File: src/rtl/uart_cfg_pkg.sv
// +----------------------------------------------------------------------+
// | uart_cfg_pkg : frame/baud/rx configuration types and helpers          |
// | Rev 1.0                                                               |
// +----------------------------------------------------------------------+
`default_nettype none

package uart_cfg_pkg;

  localparam int UART_CLKW   = 16;
  localparam int UART_DATA_W = 8;

  typedef struct packed {
    logic       parity_en;
    logic       parity_even;
    logic [3:0] data_len;
    logic [1:0] stop_len;
  } uart_frame_cfg_t;

  typedef struct packed {
    logic [UART_CLKW-1:0] tx_clks_per_bit;
    logic [UART_CLKW-1:0] rx_clks_per_bit;
  } uart_bdgen_cfg_t;

  typedef struct packed {
    logic [4:0] osm;
    logic [4:0] smp_nth;
  } uart_rx_cfg_t;

  typedef enum logic [2:0] {
    TX_IDLE   = 3'd0,
    TX_START  = 3'd1,
    TX_DATA   = 3'd2,
    TX_PARITY = 3'd3,
    TX_STOP   = 3'd4
  } uart_tx_state_t;

  typedef enum logic [2:0] {
    RX_IDLE   = 3'd0,
    RX_START  = 3'd1,
    RX_DATA   = 3'd2,
    RX_PARITY = 3'd3,
    RX_STOP   = 3'd4
  } uart_rx_state_t;

  // Out-of-range lengths are pinned to the nearest legal frame size.
  function automatic logic [3:0] clamp_data_len(input logic [3:0] len);
    if (len < 4'd5) return 4'd5;
    if (len > 4'(UART_DATA_W)) return 4'(UART_DATA_W);
    return len;
  endfunction

  function automatic logic parity_bit(input logic [UART_DATA_W-1:0] d,
                                      input logic [3:0] len,
                                      input logic even);
    logic p;
    p = 1'b0;
    for (int i = 0; i < UART_DATA_W; i++) begin
      if (i < int'(len)) p = p ^ d[i];
    end
    return even ? p : ~p;
  endfunction

endpackage

`default_nettype wire

File: src/rtl/uart_trx_core_if.sv
// +----------------------------------------------------------------------+
// | uart_trx_core_if : configuration, TX/RX handshake and serial lines    |
// | Optional error flags with UART_RX_ERR_EN.  Rev 1.0                    |
// +----------------------------------------------------------------------+
`default_nettype none

interface uart_trx_core_if;
  import uart_cfg_pkg::*;

  uart_frame_cfg_t              ucfg;
  uart_bdgen_cfg_t              ucfg_bdgen;
  uart_rx_cfg_t                 ucfg_rx;
  logic                         valid_tx;
  logic [UART_DATA_W-1:0]       data;
  logic                         uart_txd;
  logic                         busy_tx;
  logic                         empty_tsr;
  logic                         pls_tx;
  logic                         uart_rxd;
  logic [UART_DATA_W-1:0]       rsr;
  logic                         valid_rx;
  logic                         busy_rx;
  logic                         empty_rsr;
  logic                         en_rxcnt;
  logic                         pls_rx;
`ifdef UART_RX_ERR_EN
  logic                         parity_err;
  logic                         frame_err;

  modport master (
    output ucfg, ucfg_bdgen, ucfg_rx, valid_tx, data, uart_rxd,
    input  uart_txd, busy_tx, empty_tsr, pls_tx, rsr, valid_rx,
           busy_rx, empty_rsr, en_rxcnt, pls_rx, parity_err, frame_err
  );
  modport slave (
    input  ucfg, ucfg_bdgen, ucfg_rx, valid_tx, data, uart_rxd,
    output uart_txd, busy_tx, empty_tsr, pls_tx, rsr, valid_rx,
           busy_rx, empty_rsr, en_rxcnt, pls_rx, parity_err, frame_err
  );
`else
  modport master (
    output ucfg, ucfg_bdgen, ucfg_rx, valid_tx, data, uart_rxd,
    input  uart_txd, busy_tx, empty_tsr, pls_tx, rsr, valid_rx,
           busy_rx, empty_rsr, en_rxcnt, pls_rx
  );
  modport slave (
    input  ucfg, ucfg_bdgen, ucfg_rx, valid_tx, data, uart_rxd,
    output uart_txd, busy_tx, empty_tsr, pls_tx, rsr, valid_rx,
           busy_rx, empty_rsr, en_rxcnt, pls_rx
  );
`endif

endinterface

`default_nettype wire

File: src/rtl/uart_baud_tick.sv
// +----------------------------------------------------------------------+
// | uart_baud_tick : gated clock divider producing a one-cycle tick       |
// | Rev 1.0                                                               |
// +----------------------------------------------------------------------+
`default_nettype none

module uart_baud_tick #(
  parameter int CLKW = 16
) (
  input  wire logic            clk,
  input  wire logic            rst,
  input  wire logic            en_i,
  input  wire logic [CLKW-1:0] clks_per_bit_i,
  output logic                 pls_o
);

  localparam logic [CLKW-1:0] CNT_ONE = CLKW'(1);

  logic [CLKW-1:0] cnt_q, cnt_d;
  logic [CLKW-1:0] w_term;
  logic            pls_q, pls_d;

  // A divisor of zero behaves as one: terminal count 0, tick every cycle.
  always_comb begin
    w_term = (clks_per_bit_i == '0) ? '0 : clks_per_bit_i - CNT_ONE;
    cnt_d  = cnt_q;
    pls_d  = 1'b0;
    if (!en_i) begin
      cnt_d = '0;
    end else if (cnt_q >= w_term) begin
      cnt_d = '0;
      pls_d = 1'b1;
    end else begin
      cnt_d = cnt_q + CNT_ONE;
    end
  end

  always_ff @(posedge clk) begin
    if (rst) begin
      cnt_q <= '0;
      pls_q <= 1'b0;
    end else begin
      cnt_q <= cnt_d;
      pls_q <= pls_d;
    end
  end

  assign pls_o = pls_q;

endmodule

`default_nettype wire

File: src/rtl/uart_trx_core.sv
// +----------------------------------------------------------------------+
// | uart_trx_core : full-duplex UART baud generator, transmitter and      |
// | oversampling receiver. Optional UART_RX_ERR_EN adds RX error flags.   |
// | Rev 1.0                                                               |
// +----------------------------------------------------------------------+
`default_nettype none

module uart_trx_core
  import uart_cfg_pkg::*;
#(
  parameter int CLKW   = UART_CLKW,
  parameter int DATA_W = UART_DATA_W
) (
  input  wire logic         clk,
  input  wire logic         rstn,
  uart_trx_core_if.slave    bus
);

  logic w_pls_tx, w_pls_rx;

  // ---------------- baud ticks ----------------
  uart_baud_tick #(.CLKW(CLKW)) u_tx_tick (
    .clk            (clk),
    .rst            (rstn),
    .en_i           (1'b1),
    .clks_per_bit_i (bus.ucfg_bdgen.tx_clks_per_bit),
    .pls_o          (w_pls_tx)
  );

  logic en_rxcnt_q;

  uart_baud_tick #(.CLKW(CLKW)) u_rx_tick (
    .clk            (clk),
    .rst            (rstn),
    .en_i           (en_rxcnt_q),
    .clks_per_bit_i (bus.ucfg_bdgen.rx_clks_per_bit),
    .pls_o          (w_pls_rx)
  );

  // ---------------- transmitter ----------------
  uart_tx_state_t    tx_state_q;
  logic [DATA_W-1:0] tx_sh_q;
  logic [3:0]        tx_len_q, tx_cnt_q;
  logic              tx_par_en_q, tx_par_q, tx_stop2_q, tx_stop_cnt_q;
  logic              tx_start_sent_q;
  logic              txd_q, busy_tx_q, empty_tsr_q;
  logic [3:0]        w_tx_len;
  logic              w_tx_par;

  assign w_tx_len = clamp_data_len(bus.ucfg.data_len);
  assign w_tx_par = parity_bit(bus.data, w_tx_len, bus.ucfg.parity_even);

  always_ff @(posedge clk) begin
    if (rstn) begin
      tx_state_q      <= TX_IDLE;
      tx_sh_q         <= '0;
      tx_len_q        <= 4'd8;
      tx_cnt_q        <= '0;
      tx_par_en_q     <= 1'b0;
      tx_par_q        <= 1'b0;
      tx_stop2_q      <= 1'b0;
      tx_stop_cnt_q   <= 1'b0;
      tx_start_sent_q <= 1'b0;
      txd_q           <= 1'b1;
      busy_tx_q       <= 1'b0;
      empty_tsr_q     <= 1'b1;
    end else begin
      case (tx_state_q)
        TX_IDLE: begin
          txd_q <= 1'b1;
          if (bus.valid_tx) begin
            tx_sh_q         <= bus.data;
            tx_len_q        <= w_tx_len;
            tx_par_en_q     <= bus.ucfg.parity_en;
            tx_par_q        <= w_tx_par;
            tx_stop2_q      <= bus.ucfg.stop_len[1];
            tx_cnt_q        <= '0;
            tx_start_sent_q <= 1'b0;
            busy_tx_q       <= 1'b1;
            empty_tsr_q     <= 1'b0;
            tx_state_q      <= TX_START;
          end
        end
        TX_START: if (w_pls_tx) begin
          if (!tx_start_sent_q) begin
            txd_q           <= 1'b0;
            tx_start_sent_q <= 1'b1;
          end else begin
            txd_q      <= tx_sh_q[0];
            tx_sh_q    <= tx_sh_q >> 1;
            tx_cnt_q   <= 4'd1;
            tx_state_q <= TX_DATA;
          end
        end
        TX_DATA: if (w_pls_tx) begin
          if (tx_cnt_q < tx_len_q) begin
            txd_q    <= tx_sh_q[0];
            tx_sh_q  <= tx_sh_q >> 1;
            tx_cnt_q <= tx_cnt_q + 4'd1;
            if (tx_cnt_q == tx_len_q - 4'd1) empty_tsr_q <= 1'b1;
          end else if (tx_par_en_q) begin
            txd_q      <= tx_par_q;
            tx_state_q <= TX_PARITY;
          end else begin
            txd_q         <= 1'b1;
            tx_stop_cnt_q <= 1'b0;
            tx_state_q    <= TX_STOP;
          end
        end
        TX_PARITY: if (w_pls_tx) begin
          txd_q         <= 1'b1;
          tx_stop_cnt_q <= 1'b0;
          tx_state_q    <= TX_STOP;
        end
        TX_STOP: if (w_pls_tx) begin
          if (tx_stop_cnt_q == tx_stop2_q) begin
            // Pending request starts its start bit right away: no idle gap.
            if (bus.valid_tx) begin
              tx_sh_q         <= bus.data;
              tx_len_q        <= w_tx_len;
              tx_par_en_q     <= bus.ucfg.parity_en;
              tx_par_q        <= w_tx_par;
              tx_stop2_q      <= bus.ucfg.stop_len[1];
              tx_cnt_q        <= '0;
              tx_start_sent_q <= 1'b1;
              txd_q           <= 1'b0;
              empty_tsr_q     <= 1'b0;
              tx_state_q      <= TX_START;
            end else begin
              busy_tx_q  <= 1'b0;
              tx_state_q <= TX_IDLE;
            end
          end else begin
            tx_stop_cnt_q <= 1'b1;
          end
        end
        default: tx_state_q <= TX_IDLE;
      endcase
    end
  end

  // ---------------- receiver ----------------
  uart_rx_state_t    rx_state_q;
  logic              rxd_s1_q, rxd_s2_q, rxd_prev_q;
  logic [DATA_W-1:0] rx_sh_q, rsr_q;
  logic [3:0]        rx_len_q, rx_cnt_q;
  logic              rx_par_en_q;
  logic [4:0]        rx_osm_q, rx_smp_q, rx_tick_q;
  logic              valid_rx_q, busy_rx_q, empty_rsr_q;
  logic              w_rx_fall, w_smp_pt, w_bit_end;
  logic [4:0]        w_osm_m1, w_smp_m1;
  logic [3:0]        w_rx_cnt_nx;
  logic [DATA_W-1:0] w_rx_data;
`ifdef UART_RX_ERR_EN
  logic              rx_par_even_q, rx_par_smp_q;
  logic              parity_err_q, frame_err_q;
`endif

  assign w_rx_fall   = rxd_prev_q & ~rxd_s2_q;
  assign w_osm_m1    = (rx_osm_q == 5'd0) ? 5'd0 : rx_osm_q - 5'd1;
  // A sample index beyond the bit length would never fire; pin it to the last tick.
  assign w_smp_m1    = (rx_smp_q == 5'd0) ? 5'd0 :
                       ((rx_smp_q - 5'd1) > w_osm_m1) ? w_osm_m1 : rx_smp_q - 5'd1;
  assign w_smp_pt    = (rx_tick_q == w_smp_m1);
  assign w_bit_end   = (rx_tick_q >= w_osm_m1);
  assign w_rx_cnt_nx = w_smp_pt ? rx_cnt_q + 4'd1 : rx_cnt_q;
  assign w_rx_data   = rx_sh_q >> (4'(DATA_W) - rx_len_q);

  always_ff @(posedge clk) begin
    if (rstn) begin
      rxd_s1_q   <= 1'b1;
      rxd_s2_q   <= 1'b1;
      rxd_prev_q <= 1'b1;
    end else begin
      rxd_s1_q   <= bus.uart_rxd;
      rxd_s2_q   <= rxd_s1_q;
      rxd_prev_q <= rxd_s2_q;
    end
  end

  always_ff @(posedge clk) begin
    if (rstn) begin
      rx_state_q  <= RX_IDLE;
      rx_sh_q     <= '0;
      rsr_q       <= '0;
      rx_len_q    <= 4'd8;
      rx_cnt_q    <= '0;
      rx_par_en_q <= 1'b0;
      rx_osm_q    <= 5'd16;
      rx_smp_q    <= 5'd8;
      rx_tick_q   <= '0;
      valid_rx_q  <= 1'b0;
      busy_rx_q   <= 1'b0;
      empty_rsr_q <= 1'b1;
      en_rxcnt_q  <= 1'b0;
`ifdef UART_RX_ERR_EN
      rx_par_even_q <= 1'b0;
      rx_par_smp_q  <= 1'b0;
      parity_err_q  <= 1'b0;
      frame_err_q   <= 1'b0;
`endif
    end else begin
      valid_rx_q <= 1'b0;
      if (rx_state_q == RX_IDLE) begin
        if (w_rx_fall) begin
          rx_len_q    <= clamp_data_len(bus.ucfg.data_len);
          rx_par_en_q <= bus.ucfg.parity_en;
          rx_osm_q    <= bus.ucfg_rx.osm;
          rx_smp_q    <= bus.ucfg_rx.smp_nth;
          rx_tick_q   <= '0;
          rx_cnt_q    <= '0;
          en_rxcnt_q  <= 1'b1;
          busy_rx_q   <= 1'b1;
          rx_state_q  <= RX_START;
`ifdef UART_RX_ERR_EN
          rx_par_even_q <= bus.ucfg.parity_even;
`endif
        end
      end else if (w_pls_rx) begin
        rx_tick_q <= w_bit_end ? 5'd0 : rx_tick_q + 5'd1;
        case (rx_state_q)
          RX_START: begin
            if (w_smp_pt && rxd_s2_q) begin
              en_rxcnt_q <= 1'b0;
              busy_rx_q  <= 1'b0;
              rx_state_q <= RX_IDLE;
            end else if (w_bit_end) begin
              rx_state_q <= RX_DATA;
            end
          end
          RX_DATA: begin
            if (w_smp_pt) begin
              rx_sh_q     <= {rxd_s2_q, rx_sh_q[DATA_W-1:1]};
              rx_cnt_q    <= w_rx_cnt_nx;
              empty_rsr_q <= 1'b0;
            end
            if (w_bit_end && (w_rx_cnt_nx >= rx_len_q)) begin
              rx_state_q <= rx_par_en_q ? RX_PARITY : RX_STOP;
            end
          end
          RX_PARITY: begin
`ifdef UART_RX_ERR_EN
            if (w_smp_pt) rx_par_smp_q <= rxd_s2_q;
`endif
            if (w_bit_end) rx_state_q <= RX_STOP;
          end
          RX_STOP: if (w_smp_pt) begin
            rsr_q       <= w_rx_data;
            valid_rx_q  <= 1'b1;
            busy_rx_q   <= 1'b0;
            en_rxcnt_q  <= 1'b0;
            empty_rsr_q <= 1'b1;
            rx_state_q  <= RX_IDLE;
`ifdef UART_RX_ERR_EN
            parity_err_q <= rx_par_en_q &&
                            (rx_par_smp_q != parity_bit(w_rx_data, rx_len_q, rx_par_even_q));
            frame_err_q  <= ~rxd_s2_q;
`endif
          end
          default: rx_state_q <= RX_IDLE;
        endcase
      end
    end
  end

  assign bus.uart_txd  = txd_q;
  assign bus.busy_tx   = busy_tx_q;
  assign bus.empty_tsr = empty_tsr_q;
  assign bus.pls_tx    = w_pls_tx;
  assign bus.rsr       = rsr_q;
  assign bus.valid_rx  = valid_rx_q;
  assign bus.busy_rx   = busy_rx_q;
  assign bus.empty_rsr = empty_rsr_q;
  assign bus.en_rxcnt  = en_rxcnt_q;
  assign bus.pls_rx    = w_pls_rx;
`ifdef UART_RX_ERR_EN
  assign bus.parity_err = parity_err_q;
  assign bus.frame_err  = frame_err_q;
`endif

endmodule

`default_nettype wire

File: src/flat_wrapper.sv
// flat-port wrapper written by rule: the top's interface ports become plain ports
module uart_trx_core_flat import uart_cfg_pkg::*;
#(
  parameter int CLKW   = UART_CLKW,
  parameter int DATA_W = UART_DATA_W
)
  (clk, rstn, bus_ucfg, bus_ucfg_bdgen, bus_ucfg_rx, bus_valid_tx, bus_data, bus_uart_rxd, bus_uart_txd, bus_busy_tx, bus_empty_tsr, bus_pls_tx, bus_rsr, bus_valid_rx, bus_busy_rx, bus_empty_rsr, bus_en_rxcnt, bus_pls_rx);
  uart_trx_core_if bus_i ();
  input  wire logic clk;
  input  wire logic rstn;
  input wire logic [$bits(bus_i.ucfg)-1:0] bus_ucfg;
  input wire logic [$bits(bus_i.ucfg_bdgen)-1:0] bus_ucfg_bdgen;
  input wire logic [$bits(bus_i.ucfg_rx)-1:0] bus_ucfg_rx;
  input wire logic [$bits(bus_i.valid_tx)-1:0] bus_valid_tx;
  input wire logic [$bits(bus_i.data)-1:0] bus_data;
  input wire logic [$bits(bus_i.uart_rxd)-1:0] bus_uart_rxd;
  output wire logic [$bits(bus_i.uart_txd)-1:0] bus_uart_txd;
  output wire logic [$bits(bus_i.busy_tx)-1:0] bus_busy_tx;
  output wire logic [$bits(bus_i.empty_tsr)-1:0] bus_empty_tsr;
  output wire logic [$bits(bus_i.pls_tx)-1:0] bus_pls_tx;
  output wire logic [$bits(bus_i.rsr)-1:0] bus_rsr;
  output wire logic [$bits(bus_i.valid_rx)-1:0] bus_valid_rx;
  output wire logic [$bits(bus_i.busy_rx)-1:0] bus_busy_rx;
  output wire logic [$bits(bus_i.empty_rsr)-1:0] bus_empty_rsr;
  output wire logic [$bits(bus_i.en_rxcnt)-1:0] bus_en_rxcnt;
  output wire logic [$bits(bus_i.pls_rx)-1:0] bus_pls_rx;
  assign bus_i.ucfg = bus_ucfg;
  assign bus_i.ucfg_bdgen = bus_ucfg_bdgen;
  assign bus_i.ucfg_rx = bus_ucfg_rx;
  assign bus_i.valid_tx = bus_valid_tx;
  assign bus_i.data = bus_data;
  assign bus_i.uart_rxd = bus_uart_rxd;
  assign bus_uart_txd = bus_i.uart_txd;
  assign bus_busy_tx = bus_i.busy_tx;
  assign bus_empty_tsr = bus_i.empty_tsr;
  assign bus_pls_tx = bus_i.pls_tx;
  assign bus_rsr = bus_i.rsr;
  assign bus_valid_rx = bus_i.valid_rx;
  assign bus_busy_rx = bus_i.busy_rx;
  assign bus_empty_rsr = bus_i.empty_rsr;
  assign bus_en_rxcnt = bus_i.en_rxcnt;
  assign bus_pls_rx = bus_i.pls_rx;
  uart_trx_core #(.CLKW(CLKW), .DATA_W(DATA_W)) u_core (.clk(clk), .rstn(rstn), .bus(bus_i));
endmodule
File: config.mk
export PLATFORM = sky130hd
export DESIGN_NAME = uart_trx_core_flat
export DESIGN_NICKNAME = d
export VERILOG_FILES = /design/src/rtl/uart_cfg_pkg.sv /design/src/rtl/uart_trx_core_if.sv /design/src/rtl/uart_baud_tick.sv /design/src/rtl/uart_trx_core.sv /design/src/flat_wrapper.sv
export SDC_FILE = /design/constraint.sdc
export NUM_CORES = 1
export LEC_CHECK = 0
export CAP_MARGIN = 20
export CORE_ASPECT_RATIO = 2
export CORE_MARGIN = 5
export CORE_UTILIZATION = 40
export CTS_CLUSTER_SIZE = 25
export DETAILED_ROUTE_END_ITERATION = 10
export PLACE_DENSITY_LB_ADDON = 0.1
export SLEW_MARGIN = 10
export SYNTH_ARGS = -nofsm -noshare
export SYNTH_HDL_FRONTEND = slang
export SYNTH_HIERARCHICAL = 1
export SYNTH_SLANG_ARGS = --single-unit
export TNS_END_PERCENT = 50
File: constraint.sdc
create_clock -name clk -period 5.49 [get_ports clk]
set_input_delay 1.098 -clock clk [delete_from_list [all_inputs] [get_ports clk]]
set_output_delay 1.098 -clock clk [all_outputs]
set_load 0.005 [all_outputs]
Word-level counts from Yosys, hierarchy flattened
Cells that the tools add are included.
{"block": "word_totals", "wordCells": 281, "latchBits": 0, "ram_bits": 0, "output_inout_bits": 17, "inputBits": 62, "mem_count": 0, "mem_bits_ro": 0, "register_bits": 110}
{"block": "op_classes", "n_addsub": 11, "n_reduce_logical": 39, "div_mod_pow": 0, "eq_ne": 33, "bitwise_logic": 14, "order_cmp": 16, "shift": 1, "mux": 136, "n_mul": 0}
{"operator": "$mux 4", "n": 22}
{"operator": "$mux 1", "n": 65}
{"operator": "$mux 8", "n": 7}
{"operator": "$mux 3", "n": 18}
{"operator": "$mux 5", "n": 7}
{"operator": "$add 16x1->16 const B", "n": 2}
{"operator": "$ge 16x16->1", "n": 2}
{"operator": "$logic_not 16->1", "n": 2}
{"operator": "$mux 16", "n": 2}
{"operator": "$pmux 8 s4", "n": 1}
{"operator": "$sub 16x1->16 const B", "n": 2}
{"operator": "$reduce_and 7->1", "n": 3}
{"operator": "$ne 2x2->1 const B", "n": 10}
{"operator": "$reduce_and 6->1", "n": 3}
{"operator": "$lt 3x4->1 const A", "n": 4}
{"operator": "$pmux 4 s4", "n": 1}
{"operator": "$pmux 3 s5", "n": 1}
{"operator": "$reduce_and 5->1", "n": 3}
{"operator": "$ne 2x1->1 const B", "n": 7}
{"operator": "$eq 3x2->1 const B", "n": 4}
{"operator": "$ne 3x1->1 const B", "n": 4}
{"operator": "$pmux 1 s2", "n": 6}
{"operator": "$pmux 3 s4", "n": 1}
{"operator": "$reduce_and 4->1", "n": 3}
{"operator": "39 further kinds", "n": 70}

Logic depth before layout (Yosys ltp)
{"block": "logic_depth", "ltp_word": 27, "depth_mapped": 23, "ltp_nobuf": 22}

Modules after synthesis
The synthesis kept the hierarchy.
{"mod": "uart_trx_core", "instances": 1, "area_per_inst_um2": 4503.1, "cells_each": 558, "seq_area_each_um2": 1521.5}
{"mod": "uart_baud_tick", "instances": 2, "area_per_inst_um2": 1486.4, "cells_each": 179, "seq_area_each_um2": 340.3}

Worst setup path before layout
OpenSTA, ideal clock, no wires.
{"block": "synth_path", "path_type": "register -> register", "startpoint": "register u_core.rx_smp_q[0]", "endpoint": "register u_core.rx_state_q[2]", "arrival_time_ps": 4759, "synth_period_minus_slack_ps": 4829, "path_buffers": 1, "t_required_ps": 5420, "stages_incl_launch_ff": 22, "setup_ps": 70, "setup_slack_ps": 661, "cell_sequence": "dfxtp_1 inv_1 ha_1 or4b_2 nand2_1 ha_1 and4_1 and2_1 nor2_1 mux2_2 a221oi_4 and3_1 buf_4 xnor2_1 ha_1 nand2b_1 a21o_1 a211oi_1 o311ai_0 nand3_1 or4_1 a21oi_1"}
{"block": "synth_via", "elab_chain_len": 10, "word_cells_on_any_way": 18, "cone_classes": "add/sub (1); order compare (2); eq/ne (4); mux (7); reduce/logical (4)"}
{"item": "start: declaration", "line": "uart_trx_core.sv:148", "rtl": "logic [4:0] rx_osm_q, rx_smp_q, rx_tick_q;"}
{"item": "start signal: assignment", "line": "uart_trx_core.sv:209", "rtl": "rx_smp_q <= bus.ucfg_rx.smp_nth;"}
{"item": "$sub 5x1->5", "line": "uart_trx_core.sv:163", "rtl": "((rx_smp_q - 5'd1) > w_osm_m1) ? w_osm_m1 : rx_smp_q - 5'd1;"}
{"item": "$gt 5x5->1", "line": "uart_trx_core.sv:163"}
{"item": "$mux 5", "line": "uart_trx_core.sv:163"}
{"item": "$mux 5 *", "line": "uart_trx_core.sv:162", "rtl": "assign w_smp_m1 = (rx_smp_q == 5'd0) ? 5'd0 :"}
{"item": "$eq 5x5->1 *", "line": "uart_trx_core.sv:164", "rtl": "assign w_smp_pt = (rx_tick_q == w_smp_m1);"}
{"item": "$mux 4 / $logic_and 1x1->1 (equally long branches)", "line": "uart_trx_core.sv:166, uart_trx_core.sv:223"}
{"item": "$ge 4x4->1 / $mux 3 (equally long branches)", "line": "uart_trx_core.sv:237, uart_trx_core.sv:223"}
{"item": "$logic_and 1x1->1 / $pmux 3 s4 (equally long branches)", "line": "uart_trx_core.sv:237, uart_trx_core.sv:221"}
{"item": "$ne 3x1->1 (no source line) / $mux 3 (equally long branches)"}
{"item": "$reduce_and 6->1 (no source line) / $mux 3 (equally long branches)"}
{"item": "end signal: assignment", "line": "uart_trx_core.sv:238", "rtl": "rx_state_q <= rx_par_en_q ? RX_PARITY : RX_STOP;"}
{"item": "end: declaration", "line": "uart_trx_core.sv:143", "rtl": "uart_rx_state_t rx_state_q;"}
Mark *: on every way between the ends. The rest lies on a longest branch, timed or not. The select of a mux whose other input is x is not followed.
A chain may end at the register's enable or synchronous reset.

Final worst setup path
Ends and elaborated chain as after synthesis.

==> flow_summary.toml <==
[drt]
wl_per_cell_um = 14.79
vias = 6482
via_per_inst = 5.384
postRouteWirelength_um = 17810
drt-initial-drc-count = 206
drtAntennaViolNets = 0
dr.pass1.iters = 4
route.detailed.drc = 0

[place]
placed_area_um2 = 8413
post-place-ws_ns = 0.1704
io_buffer_count = 77
placed_cells = 1185
place.gp.congestion = 0.8342
dpl.hpwl_um = 14260

[sta]
post-route-min-period_ns = 5.147
rsz0062_at_grt = "no"
relSlewSlack = 0.2747
tightest_slew_ns = 1.083
fmax_mhz = 194.3
finalCritPeriodShare = 0.9376
finalMaxSlewViolations = 0
finClkSkew_ns = 0.01172
finalSetupViolCount = 0
hold_viol = 0
fin_ws_ns = 0.3428
tns_ns = 0

[grt]
antenna_found_initial = 0
grt_pass1_vias = 6463
grt_overflow = 0
grt_pass1_wl_um = 29860
grt.total_usage = 0.1675
grt_max_degree = 47

[logic_synthesis]
yosys-top-cells-area = "dfxtp_1 29%, ha_1 11%, nand2_1 6.2%"
ys_seq_elements = 110
synth.avg_cell_area_um2 = 8.161
synth_nets = 1041
yosysSeqAreaShare = 0.2946
synth_area_um2 = 7476
synth_edf_count = 0
syn_inst = 916
ys_types = 72
async_reset_ff_frac = 0
synth_top_cell_by_area = "dfxtp_1"
synth_ff_type = "dfxtp_1"
yosysWarnings = 6
synth_top_area_frac = 0.2946

[final_layout]
fin_cells = 1204
fin_area_um2 = 8756
final_common_cell = "nand2_1"
antennaDiodeCount = 0
areaGrowthSynthToFinish_pct = 17.12
drive_gt1_frac = 0.08300
mostFrequentLayoutCells = "124 x nand2_1, 110 x dfxtp_1, 97 x nor2_1"
final_nets = 1108

[clocking]
clkTransAtPathRegs_ns = 0.08
cts_max_level = 3
ctsRootBufferMaster = "clkbuf_16"
cts_tree = "yes"
clk_latency_ns = 0.35
cts_buffers = 9
clk_path_buf_depth = 2
cts_sinks = 110

[floorplan]
start_util = 0.4065
num_rows = 70
io_pins = 79
core_area_um2 = 18390
dieArea_um2 = 21690
fp.dieW_um = 106.7
die_h_um = 203.3

[critical_path]
critPathLaunch = "u_core/rx_smp_q[0]"
required_ns = 5.78
endpoint_kind = "flip-flop"
critPathArrivalTime_ns = 5.43
r2r-start = "u_core/rx_smp_q[0]"
cp_max_fo = 6
worstSetupStartpointType = "flip-flop"
r2r_setup_slack_ns = 0.34
rr_worst_depth = 20
worstReg2RegEnd = "u_core/rx_state_q[2]"
crit_type = "reg -> reg"

[run_status]
status = "complete, no violations"

[min_path]
hp-start = "u_core/rxd_s1_q"
hold_path_class = "reg -> reg"
hold_path_depth = 1
min_to = "u_core/rxd_s2_q"

[power]
ir_drop_mv = 0.1464
p_leak_nw = 3.374
powerDensity_nw_per_um2 = 256.7

[run]
cap_viol_max_count = 0
==> cell families after synthesis <==
kind of cell,Yosys count,share of synthesized area
AOI/OAI and AO/OA,174,0.1518
xor gates and xnor gates,76,0.08904
adders and majority gates,63,0.1054
buffers and inverters,72,0.04100
DFF,110,0.2946
muxes,30,0.04402
other,1,0.0005016
and+or+nand+nor,390,0.2736
==> critical path, stage by stage, from the launching register on <==
cell      delay (ns)
dfxtp_1         0.35
inv_1           0.07
ha_1            0.21
or4b_2          0.67
nand2_1         0.10
ha_1            0.25
o21ai_0         0.14
o221a_2         0.28
nor3_1          0.08
or3_1           0.40
a221oi_4        0.27
buf_4           0.19
nand3_1         0.11
nor2_1          0.16
xor2_1          0.20
ha_1            0.20
a211oi_1        0.05
o311ai_0        0.41
nand3_1         0.26
or4_1           0.55
a21oi_1         0.13
==> per-stage QoR <==
step | util | hold slack (ns) | power [mW]
floorplan | - | 0.3895 | 1.396
global placement | 0.4574 | 0.3985 | 1.571
detailed placement | 0.4574 | 0.3975 | 1.574
CTS | 0.4739 | 0.4215 | 2.264
global route | 0.4761 | 0.4351 | 2.396
finish | 0.4761 | 0.4157 | 2.247
==> synthesized netlist by cell type, types with 10 or more instances <==
cell	n
nand2b_1	14
mux2i_1	25
nor2_1	98
clkbuf_1	20
nor3_1	20
nand3_1	27
inv_1	42
xor2_1	36
a21oi_1	66
nand2_1	124
nor2_4	16
or3_1	13
o21ai_0	36
dfxtp_1	110
and3_1	10
a31oi_1	13
xnor2_1	40
ha_1	63
nand4_1	10
==> worst max path at each step <==
stage                                       to  slack, ns  cells after the start
after global routing      u_core/rx_state_q[2]      0.004                     20
after CTS                 u_core/rx_state_q[2]       0.14                     20
after detailed placement  u_core/rx_state_q[2]       0.17                     20
after global placement    u_core/rx_state_q[2]       0.23                     20
final                     u_core/rx_state_q[2]       0.34                     20
after floorplan           u_core/rx_state_q[2]       0.66                     21
==> power by group <==
group	internal (mW)	switching, mW	leakage [nW]	total, mW
Sequential	0.856	0.0621	0.892	0.918
Clock	0.360	0.314	0.144	0.674
Combinational	0.304	0.352	2.34	0.656
==> state kept, by name, summed over array words and instances, names as in the netlist, 4 cells and up <==
| register | flops |
|---|---|
| u_core/tx_sh_q | 8 |
| u_core/rx_osm_q | 5 |
| u_core/rx_tick_q | 5 |
| u_core/bus.rsr | 8 |
| u_core/u_rx_tick/cnt_q | 16 |
| u_core/rx_len_q | 4 |
| u_core/rx_smp_q | 5 |
| u_core/rx_cnt_q | 4 |
| u_core/rx_sh_q | 8 |
| u_core/tx_len_q | 4 |
| u_core/tx_cnt_q | 4 |
| u_core/u_tx_tick/cnt_q | 16 |
==> layer usage <==
metal  share of wire  routed length [um]  track usage
met4           0.027                 483      0.06950
met5               0                   0            0
met2            0.58               10240       0.3429
met3           0.027                 478      0.02249
met1            0.37                6600       0.1605
==> layout make-up <==
type | count | area (um2)
clock buffers | 9 | 225.2
fillers | 1870 | 9637
well taps | 216 | 270.3
flip-flops and latches | 110 | 2202
clock inverters | 7 | 78.83
inverters | 42 | 157.7
repair buffers | 86 | 833.3
multi-input cells | 734 | 4989
==> what timing repair did <==
action / 4_1_cts / 5_1_grt
resized for setup: 0 / 3
hold buffers: 0 / 0
buffers inserted: 0 / 2
setup endpoints to repair: 0 / 3
No activity file was read; power rests on OpenSTA's default activity.
